File: src/rtl/lc3b_types.sv
// Shared types for the victim cache.
//
// Contents:
//   vc_state_t - controller state: IDLE (accepting requests) or WRITEBACK
//                (waiting for memory to take a dirty line).
//   vc_entry_t - per-entry status flags.
//
// Tag and data widths are parameters of param_victim_cache. A package cannot
// carry module parameters, so this struct holds only the width-independent
// fields. Tag and data live in parallel arrays in the top module, and age
// lives in vc_lru.
package lc3b_types;

    typedef enum logic {
        IDLE      = 1'b0,
        WRITEBACK = 1'b1
    } vc_state_t;

    typedef struct packed {
        logic valid;
        logic dirty;
    } vc_entry_t;

endpackage

File: src/rtl/vc_lru.sv
// Age-based replacement state for the victim cache.
//
// Ports:
//   clk, rst    - clock and synchronous active-high reset. Reset sets age[i] = i.
//   touch       - an entry is being installed this cycle.
//   touch_idx   - index of the entry being installed; it becomes MRU (age 0).
//   touch_fill  - the installed slot was invalid. Every valid entry ages by
//                 one. Otherwise only entries younger than the slot's old age
//                 are aged.
//   valid_mask  - current valid bits, used for the fill aging rule.
//   oldest_idx  - entry with the largest age (lowest index on ties).
module vc_lru #(
    parameter int NUM_ENTRIES = 8
) (
    input  logic                           clk,
    input  logic                           rst,
    input  logic                           touch,
    input  logic [$clog2(NUM_ENTRIES)-1:0] touch_idx,
    input  logic                           touch_fill,
    input  logic [NUM_ENTRIES-1:0]         valid_mask,
    output logic [$clog2(NUM_ENTRIES)-1:0] oldest_idx
);
    localparam int IW = $clog2(NUM_ENTRIES);
    localparam logic [IW-1:0] AGE_MAX = IW'(NUM_ENTRIES - 1);

    logic [IW-1:0] age [NUM_ENTRIES];
    logic [IW-1:0] best_age;

    // The strict greater-than comparison keeps the lowest index when ages tie.
    always_comb begin
        oldest_idx = '0;
        best_age   = '0;
        for (int i = 0; i < NUM_ENTRIES; i++) begin
            if (age[i] > best_age) begin
                best_age   = age[i];
                oldest_idx = IW'(i);
            end
        end
    end

    always_ff @(posedge clk) begin
        if (rst) begin
            for (int i = 0; i < NUM_ENTRIES; i++) begin
                age[i] <= IW'(i);
            end
        end else if (touch) begin
            for (int i = 0; i < NUM_ENTRIES; i++) begin
                if (IW'(i) == touch_idx) begin
                    age[i] <= '0;
                end else if (touch_fill ? valid_mask[i] : (age[i] < age[touch_idx])) begin
                    if (age[i] != AGE_MAX) begin
                        age[i] <= age[i] + 1'b1;
                    end
                end
            end
        end
    end

endmodule

File: src/rtl/param_victim_cache.sv
// Fully associative victim cache between L2 and memory.
//
// L2 pushes evicted lines in (evict_*), and probes the cache on an L2 miss
// (lookup_*). A probe hit hands the line back and invalidates it here. When
// the cache is full and the oldest entry is dirty, that entry is written back
// (mem_*) before the new victim takes its slot.
//
// Handshakes: evict_valid and lookup_valid are held by L2 until the matching
// one-cycle pulse (evict_ack / lookup_done) is seen. mem_write is held until
// mem_resp. Requests are sampled only in IDLE.
//
// Ports:
//   clk, rst                              - clock, synchronous active-high reset
//   evict_valid/addr/data/dirty, evict_ack - victim install channel
//   lookup_valid/addr, lookup_done/hit/data/dirty - probe channel
//   mem_write/address/wdata, mem_resp     - writeback channel
//   vc_busy                               - high when the state is not IDLE
//   hit_count, miss_count, wb_count       - 32-bit event counters, present only
//                                           when VC_PERF_CTR_EN is defined
module param_victim_cache
    import lc3b_types::*;
#(
    parameter int NUM_ENTRIES = 8,
    parameter int LINE_WIDTH  = 128,
    parameter int ADDR_WIDTH  = 12
) (
    input  logic                  clk,
    input  logic                  rst,
    input  logic                  evict_valid,
    input  logic [ADDR_WIDTH-1:0] evict_addr,
    input  logic [LINE_WIDTH-1:0] evict_data,
    input  logic                  evict_dirty,
    output logic                  evict_ack,
    input  logic                  lookup_valid,
    input  logic [ADDR_WIDTH-1:0] lookup_addr,
    output logic                  lookup_done,
    output logic                  lookup_hit,
    output logic [LINE_WIDTH-1:0] lookup_data,
    output logic                  lookup_dirty,
    output logic                  mem_write,
    output logic [ADDR_WIDTH-1:0] mem_address,
    output logic [LINE_WIDTH-1:0] mem_wdata,
    input  logic                  mem_resp,
    output logic                  vc_busy
`ifdef VC_PERF_CTR_EN
    ,
    output logic [31:0]           hit_count,
    output logic [31:0]           miss_count,
    output logic [31:0]           wb_count
`endif
);
    localparam int IW = $clog2(NUM_ENTRIES);

    vc_state_t state, state_next;

    vc_entry_t             flags [NUM_ENTRIES];
    logic [ADDR_WIDTH-1:0] tags  [NUM_ENTRIES];
    logic [LINE_WIDTH-1:0] lines [NUM_ENTRIES];
    logic [NUM_ENTRIES-1:0] valid_mask;

    logic          probe_hit, ev_match, has_free;
    logic [IW-1:0] probe_idx, ev_match_idx, free_idx, oldest_idx, wb_idx;

    // The victim is captured when a writeback starts, so the install on
    // mem_resp does not depend on L2 keeping its outputs stable.
    logic [ADDR_WIDTH-1:0] held_addr;
    logic [LINE_WIDTH-1:0] held_data;
    logic                  held_dirty;

    logic                  do_lookup, do_install, ins_fill, start_wb;
    logic [IW-1:0]         ins_idx;
    logic [ADDR_WIDTH-1:0] ins_addr;
    logic [LINE_WIDTH-1:0] ins_data;
    logic                  ins_dirty;

    // Scanning downward lets the lowest index win every search.
    always_comb begin
        probe_hit    = 1'b0;
        probe_idx    = '0;
        ev_match     = 1'b0;
        ev_match_idx = '0;
        has_free     = 1'b0;
        free_idx     = '0;
        for (int i = NUM_ENTRIES - 1; i >= 0; i--) begin
            valid_mask[i] = flags[i].valid;
            if (flags[i].valid && tags[i] == lookup_addr) begin
                probe_hit = 1'b1;
                probe_idx = IW'(i);
            end
            if (flags[i].valid && tags[i] == evict_addr) begin
                ev_match     = 1'b1;
                ev_match_idx = IW'(i);
            end
            if (!flags[i].valid) begin
                has_free = 1'b1;
                free_idx = IW'(i);
            end
        end
    end

    always_ff @(posedge clk) begin
        if (rst) begin
            state <= IDLE;
        end else begin
            state <= state_next;
        end
    end

    // A victim whose tag is already resident updates that entry in place, so
    // no duplicate tag is ever created. A swap goes ahead only when it cannot
    // duplicate a tag held in some other slot. Otherwise the probe completes
    // first and the eviction retries on the next cycle.
    always_comb begin
        state_next = state;
        do_lookup  = 1'b0;
        do_install = 1'b0;
        start_wb   = 1'b0;
        ins_idx    = '0;
        ins_fill   = 1'b0;
        ins_addr   = evict_addr;
        ins_data   = evict_data;
        ins_dirty  = evict_dirty;
        case (state)
            IDLE: begin
                if (lookup_valid && evict_valid && probe_hit &&
                    (!ev_match || ev_match_idx == probe_idx)) begin
                    do_lookup  = 1'b1;
                    do_install = 1'b1;
                    ins_idx    = probe_idx;
                end else if (lookup_valid) begin
                    do_lookup = 1'b1;
                end else if (evict_valid) begin
                    if (ev_match) begin
                        do_install = 1'b1;
                        ins_idx    = ev_match_idx;
                        ins_dirty  = evict_dirty | flags[ev_match_idx].dirty;
                    end else if (has_free) begin
                        do_install = 1'b1;
                        ins_idx    = free_idx;
                        ins_fill   = 1'b1;
                    end else if (!flags[oldest_idx].dirty) begin
                        do_install = 1'b1;
                        ins_idx    = oldest_idx;
                    end else begin
                        start_wb   = 1'b1;
                        state_next = WRITEBACK;
                    end
                end
            end
            WRITEBACK: begin
                ins_addr  = held_addr;
                ins_data  = held_data;
                ins_dirty = held_dirty;
                if (mem_resp) begin
                    do_install = 1'b1;
                    ins_idx    = wb_idx;
                    state_next = IDLE;
                end
            end
            default: state_next = IDLE;
        endcase
    end

    // Control and status registers. In a swap the install is assigned after
    // the probe invalidation, so the new line's valid bit wins.
    always_ff @(posedge clk) begin
        if (rst) begin
            for (int i = 0; i < NUM_ENTRIES; i++) begin
                flags[i] <= '0;
            end
            evict_ack    <= 1'b0;
            lookup_done  <= 1'b0;
            lookup_hit   <= 1'b0;
            lookup_data  <= '0;
            lookup_dirty <= 1'b0;
            mem_address  <= '0;
            mem_wdata    <= '0;
            wb_idx       <= '0;
            held_addr    <= '0;
            held_data    <= '0;
            held_dirty   <= 1'b0;
        end else begin
            evict_ack   <= do_install;
            lookup_done <= do_lookup;
            if (do_lookup) begin
                lookup_hit   <= probe_hit;
                lookup_data  <= probe_hit ? lines[probe_idx] : '0;
                lookup_dirty <= probe_hit & flags[probe_idx].dirty;
                if (probe_hit) begin
                    flags[probe_idx].valid <= 1'b0;
                end
            end
            if (do_install) begin
                flags[ins_idx] <= '{valid: 1'b1, dirty: ins_dirty};
            end
            if (start_wb) begin
                wb_idx      <= oldest_idx;
                mem_address <= tags[oldest_idx];
                mem_wdata   <= lines[oldest_idx];
                held_addr   <= evict_addr;
                held_data   <= evict_data;
                held_dirty  <= evict_dirty;
            end
        end
    end

    // Tag and data storage needs no reset; the valid bits gate every use.
    always_ff @(posedge clk) begin
        if (do_install) begin
            tags[ins_idx]  <= ins_addr;
            lines[ins_idx] <= ins_data;
        end
    end

    assign mem_write = (state == WRITEBACK);
    assign vc_busy   = (state != IDLE);

    vc_lru #(
        .NUM_ENTRIES(NUM_ENTRIES)
    ) u_lru (
        .clk       (clk),
        .rst       (rst),
        .touch     (do_install),
        .touch_idx (ins_idx),
        .touch_fill(ins_fill),
        .valid_mask(valid_mask),
        .oldest_idx(oldest_idx)
    );

`ifdef VC_PERF_CTR_EN
    always_ff @(posedge clk) begin
        if (rst) begin
            hit_count  <= '0;
            miss_count <= '0;
            wb_count   <= '0;
        end else begin
            if (do_lookup && probe_hit) begin
                hit_count <= hit_count + 32'd1;
            end
            if (do_lookup && !probe_hit) begin
                miss_count <= miss_count + 32'd1;
            end
            if (state == WRITEBACK && mem_resp) begin
                wb_count <= wb_count + 32'd1;
            end
        end
    end
`endif

endmodule
File: config.mk
export PLATFORM = sky130hd
export DESIGN_NAME = param_victim_cache
export DESIGN_NICKNAME = d
export VERILOG_FILES = /design/src/rtl/lc3b_types.sv /design/src/rtl/vc_lru.sv /design/src/rtl/param_victim_cache.sv
export SDC_FILE = /design/constraint.sdc
export NUM_CORES = 2
export LEC_CHECK = 0
export ABC_AREA = 0
export CAP_MARGIN = 20
export CORE_MARGIN = 2
export CORE_UTILIZATION = 36
export DETAILED_ROUTE_END_ITERATION = 12
export PLACE_DENSITY = 0.53
export RECOVER_POWER = 50
export SYNTH_ARGS = -nofsm -noshare
export SYNTH_HDL_FRONTEND = slang
export SYNTH_SLANG_ARGS = --single-unit
export TNS_END_PERCENT = 30
File: constraint.sdc
create_clock -name clk -period 20.5 [get_ports clk]
set_input_delay 3.075 -clock clk [delete_from_list [all_inputs] [get_ports clk]]
set_output_delay 3.075 -clock clk [all_outputs]
set_load 0.05 [all_outputs]
* Yosys cells after proc, flatten, opt, wreduce, memory -nomap -nowiden
Memory sizes are Yosys's and may differ from the RTL's. A register that Yosys moved wholly into a read port is not among the register bits. Cells that the tools add are included.
Cells by class: add/subtract/negate cells 8, eq/ne operators 32, bitwise operators 19, $lt $le $gt $ge 16, reduce and logical (&&, ||, !) cells 24, muxes and demuxes 224
Operators by type and width (number):
- $mux W128 | 2
- $eq A12 B12 Y1 | 16
- $mux W3 | 60
- $mux W1 | 152
- $add A3 B1 Y3 const B | 8
- $lt A3 B3 Y1 | 8
- $ne A3 B3 Y1 const B | 8
- $gt A3 B3 Y1 | 7
- $logic_and A1 B1 Y1 | 19
- $or A1 B1 Y1 | 17
- $eq A3 B3 Y1 const A | 4
- $mux W12 | 1
- $mux W2 | 5
- $eq A2 B3 Y1 const A | 2
- $pmux W1 S2 | 3
- $pmux W3 S2 | 1
- $reduce_or A2 Y1 | 2
- $eq A1 B3 Y1 const A | 1
- $eq A3 B3 Y1 | 1
- $gt A3 B1 Y1 const B | 1
- $logic_not A3 Y1 | 1
- $and A1 B1 Y1 | 1
- $logic_not A1 Y1 | 1
- $logic_or A1 B1 Y1 | 1
- $not A1 Y1 | 1
Storage, ports and cells: bits of input ports 158, register bits 277, word-level logic and storage cells 337, output and inout bits 274, memories 4, bits in writable memories 1160
Memories:
- lines | depth 8, width 128, rd ports 2, clocked after memory_dff 1, write ports 1, line param_victim_cache.sv:58 | logic [LINE_WIDTH-1:0] lines [NUM_ENTRIES];
- tags | depth 8, width 12, rd ports 9, clocked after memory_dff 1, write ports 1, line param_victim_cache.sv:57 | logic [ADDR_WIDTH-1:0] tags [NUM_ENTRIES];
- u_lru.age | depth 8, width 3, rd ports 9, clocked after memory_dff 0, write ports 8, line vc_lru.sv:26 | logic [IW-1:0] age [NUM_ENTRIES];
- flags | depth 8, width 2, rd ports 11, clocked after memory_dff 0, write ports 8, line param_victim_cache.sv:56 | vc_entry_t flags [NUM_ENTRIES];

* Longest topological paths before layout
An unclocked memory read counts as a cell.
depth after elaboration 34, depth in mapped cells 57, gate-level depth less buffers 56

* Hierarchy
A second synthesis with hierarchy kept.
Second synthesis, totals: cell total of the unflattened synthesis 5828, area, all modules 72912.4 µm²
Modules (own cells, without submodules):
- param_victim_cache | instances 1, area each 69933.3 µm², cells an instance 5495, sequential area each 42380.6 µm²
- vc_lru | instances 1, area each 2979.1 µm², cells an instance 333, sequential area each 720.7 µm²

* Worst setup path after synthesis
OpenSTA, ideal clock, no wires.
path kind reg2reg, from mem u_lru.age[0][0] (netlist bit), to mem u_lru.age[2][0] (netlist bit) (enable), setup time 0.304 ns, data required time 20.196 ns, buffers on the path 1, arrival time 19.319 ns, cell stages (with the launch flop) 45, path slack 0.877 ns, period minus slack after synthesis 19.623 ns, cells stage by stage edfxtp_1 > inv_1 > ha_1 > a21o_1 > ha_1 > and3_1 > a21oi_1 > nand2_1 > o21ai_0 > inv_1 > ha_1 > and3b_1 > o21ai_0 > mux2_2 > inv_1 > ha_1 > nand3b_1 > nand2_1 > (+9 left out) > mux2_2 > ha_1 > nand3_1 > a21bo_2 > nor2_1 > a21o_1 > ha_1 > a211oi_1 > o21ai_0 > or2_2 > o31ai_1 > a211o_1 > a221o_1 > buf_2 > o21ai_4 > nor3_1 > or2_2 > nand2b_1
RTL lines (line):
- from (decl) | vc_lru.sv:26

* Worst setup path after layout
from in lookup_addr[5], to mem lines[3][109] (enable)
On the way: word-level cells in the longest chain between the ends 17, elaborated cells on any way between the ends 42, classes of those cells eq/ne (9); mux (22); reduce/logical (11)
Ends and longest elaborated chain:
- from (decl) | line param_victim_cache.sv:35 | input logic [ADDR_WIDTH-1:0] lookup_addr,
- $eq A12 B12 Y1 | line param_victim_cache.sv:86 | if (flags[i].valid && tags[i] == lookup_addr) begin
- $logic_and A1 B1 Y1 | line param_victim_cache.sv:86
- $mux W3 (8 in a row) | line param_victim_cache.sv:86
- $eq A3 B3 Y1 | line param_victim_cache.sv:126 | (!ev_match || ev_match_idx == probe_idx)) begin
- $logic_or A1 B1 Y1 | line param_victim_cache.sv:126
- $logic_and A1 B1 Y1 | line param_victim_cache.sv:125 | if (lookup_valid && evict_valid && probe_hit &&
- $mux W1 | line param_victim_cache.sv:125
- $pmux W1 S2 | line param_victim_cache.sv:123 | case (state)
- $mux W1 | line param_victim_cache.sv:209 | if (do_install) begin
- $mux W1 (not written as such) | line param_victim_cache.sv:211 | lines[ins_idx] <= ins_data;
- to (decl) | line param_victim_cache.sv:58
Several ways; a longest one is shown, not always the timed one.

==> impl_metrics.py <==
metrics = {
    "synth": {
        "synth_warnings": 0,
        "avgSynthCellArea_sq_um": 9.513,
        "synth_commonest_cells": "nand2_1, edfxtp_1, nand3_1",
        "syn-cell-area_sq_um": 74210,
        "synth_top_area_share_pct": 46.61,
        "synth-edff-count": 1152,
        "yosysTopAreaCell": "edfxtp_1",
        "synthArstFlopShare_pct": 0,
        "synth_most_common_cell": "nand2_1",
        "synth-seq-area-share_pct": 58.08,
        "synth_cell_type_count": 84,
        "synth_seq_cells": 1577,
        "syn_nets": 8005,
        "synthFlopType": "edfxtp_1",
        "netlist_instances": 7801,
        "netlist_top_cells_area": "edfxtp_1, nand2_1, dfxtp_1, nand3_1, a311oi_1",
    },
    "sta": {
        "finalHoldViolations": 0,
        "setup_viol": 0,
        "rsz0062_at_grt": "no",
        "skew_ns": 0.03997,
        "min_period_ns": 16.27,
        "slew_violations": 412,
        "fin_ws_ns": 4.228,
        "relSlewSlack_pct": -542.7,
        "worst_pin_slew_ns": 9.640,
        "fin_crit_sh_pct": 79.38,
        "timing.setup.tns_ns": 0,
        "clock.fmax_mhz": 61.45,
    },
    "worst_hold_path": {
        "hold_end": "held_data[120]",
        "hold_path_class": "flop to flop",
        "whs_path_depth": 2,
        "holdCritStartpoint": "held_data[120]",
    },
    "floorplanning": {
        "die_h_microns": 458.0,
        "fp.dieArea_sq_um": 209800,
        "die_x_microns": 458.0,
        "ios": 432,
        "rows": 166,
        "core_area_sq_um": 204800,
        "start_util_pct": 36.24,
    },
    "setup_path": {
        "crit_type": "primary input to flop",
        "ff2ff_setup_slack_ns": 6.96,
        "r2r-start": "tags[2][11]",
        "crit_path_max_fanout": 141,
        "cp-start-kind": "primary input",
        "required_ns": 20.94,
        "reg2reg_to": "lines[3][109]",
        "arrival_ns": 16.71,
        "reg2reg_depth": 12,
        "cp-end-kind": "flop",
    },
    "place": {
        "dp.cells": 10400,
        "place.gp.congestion": 0.9060,
        "dp_hpwl_mm": 146.7,
        "pre_cts_slack_ns": 6.609,
        "placed_cell_area_sq_um": 80450,
        "port_buffers": 431,
    },
    "clocking": {
        "cts_max_path_buffers": 3,
        "insertion_delay_ns": 0.85,
        "htreeDepth": 4,
        "cts_root_buf": "clkbuf_16",
        "clk_pin_slew_ns": 0.06,
        "cts_resized": 0,
        "cts_setup_buffers": 0,
        "cts_buffers": 175,
        "cts_sinks": 1577,
        "ctsHoldBuffers": 0,
        "cts_tree": "built",
    },
    "cells_and_area": {
        "drive_gt1_share_pct": 5.357,
        "final_area_sq_um": 86250,
        "nets": 8096,
        "area_growth_pct": 16.22,
        "instances_no_fill": 10750,
    },
    "pwr": {
        "internal_power_uw": 6468,
        "swShare_pct": 40.22,
        "p_clk_share_pct": 29.1,
        "p_per_area_nw_per_um2": 125.5,
        "seqPwrFrac_pct": 32.0,
        "p_comb_share_pct": 38.9,
        "ir_worst_vdd_uv": 302.0,
        "total_power_uw": 10820,
        "p_leak_uw": 0.03101,
        "switchingPower_uw": 4352,
    },
    "run_status": {
        "status": "finished with violations",
        "failed_checks": "max-capacitance violations, max-slew violations",
    },
    "route": {
        "drtIter0Drc": 5624,
        "via_per_inst": 5.656,
        "ant_nets": 0,
        "via_count": 60780,
        "drtPass1Iterations": 8,
        "wl_mm": 261.3,
        "wire_per_inst_microns": 24.32,
        "drcViolationCount": 0,
    },
    "global_routing": {
        "gr-total-overflow": 0,
        "grt_pass1_wl_mm": 384.3,
        "grt_pass1_vias": 58940,
        "antenna_found_initial": 15,
        "grt_max_degree": 197,
        "grtUsageTotal_pct": 24.22,
    },
    "job": {
        "drv_cap": 5,
    },
}
[area by class of cell]
type | instances | area [sq um]
clock buffer | 243 | 5036
fill | 19560 | 118500
timing repair buffer | 525 | 5155
clock inverter | 87 | 759.5
antenna | 12 | 30.03
tap | 2688 | 3363
multi-input combinational | 5582 | 28650
inverter | 31 | 146.4
sequential | 1577 | 43110
[critical path: stages]
cell           delay (ns)
dlygate4sd3_1        0.98
xnor2_1              0.20
nand4_1              0.22
nor4_1               0.89
nor2_1               0.13
a21boi_0             0.36
clkbuf_1             6.63
nand2_1              0.64
a2111oi_4            1.08
o21a_2               0.42
nand3_1              0.41
inv_8                0.64
buf_4                0.93
[kinds of logic (layout without fill, tap and decap cells)]
group,count (synthesis),in the layout,synth area share (%)
simple gates,4329,4329,25.14
buf+inv,642,886,3.482
compound gates,851,851,7.761
flops,1577,1577,58.08
xor+xnor,194,194,2.290
other cells,0,12,0
fa+ha+maj,46,46,0.7755
mux,162,162,2.477
[sequential cells by signal, summed over array words and instances (netlist names)]
register	flops
u_lru.age	24
flags	16
held_dirty	1
mem_write	1
mem_wdata	128
lookup_done	1
held_data	128
lookup_data	128
held_addr	12
wb_idx	3
evict_ack	1
lookup_dirty	1
lines	1024
lookup_hit	1
tags	96
mem_address	12
[metrics by stage]
step / hold slack [ns] / utilization, %
floorplan: 0.4312 / -
global placement: 0.4378 / 39.28
detailed placement: 0.4432 / 39.28
CTS: 0.4527 / 42.11
global route: 0.4683 / 42.11
finish: 0.4505 / 42.11
[power groups by stage]
stage                     clock (uW)  combinational (uW)  sequential, uW
final                           3150                4210            3460
after global routing            3340                4580            3460
after global placement             0                4100            3530
after CTS                       3210                4130            3460
after detailed placement           0                4120            3530
after floorplan                    0                2940            3520
[routing by layer]
layer  vias to the layer above  routed length, microns  track usage (%)
met2                      2630                  123700            39.90
met4                         4                   10360            10.18
li1                      27730                       -                -
met1                     29890                  109600            32.03
met5                         -                      29                0
met3                       522                   17590            3.203
[worst max path at each step]
stage                         start               to  slack [ns]  cells after the start
floorplan           u_lru.age[0][0]  u_lru.age[2][0]        0.88                     44
global placement    u_lru.age[0][0]     lines[0][49]        6.60                     46
detailed placement  u_lru.age[0][0]     lines[0][50]        6.61                     44
CTS                 u_lru.age[0][0]     lines[0][60]        6.57                     46
global route         lookup_addr[5]     lines[3][66]        3.85                     13
finish               lookup_addr[5]    lines[3][109]        4.23                     13
[placed cells by master, fill, tap and decap left out, types with 11 or more instances in the layout]
cell type	instances
o21ai_0	11
clkinv_1	23
inv_1	26
a21oi_1	433
edfxtp_1	1152
a311oi_1	280
dfxtp_1	424
clkbuf_16	184
mux2i_1	12
o211ai_1	11
nor3_1	160
clkbuf_1	42
nor2_1	312
clkbuf_8	21
buf_4	79
nand2_1	2492
clkdlybuf4s50_1	16
and3_1	146
nand3_1	1081
mux2_1	140
dlygate4sd3_1	414
ha_1	46
clkinv_2	35
xnor2_1	193
diode_2	12
a211oi_1	13
nand4_1	39
No activity file was read; power rests on OpenSTA's default activity.
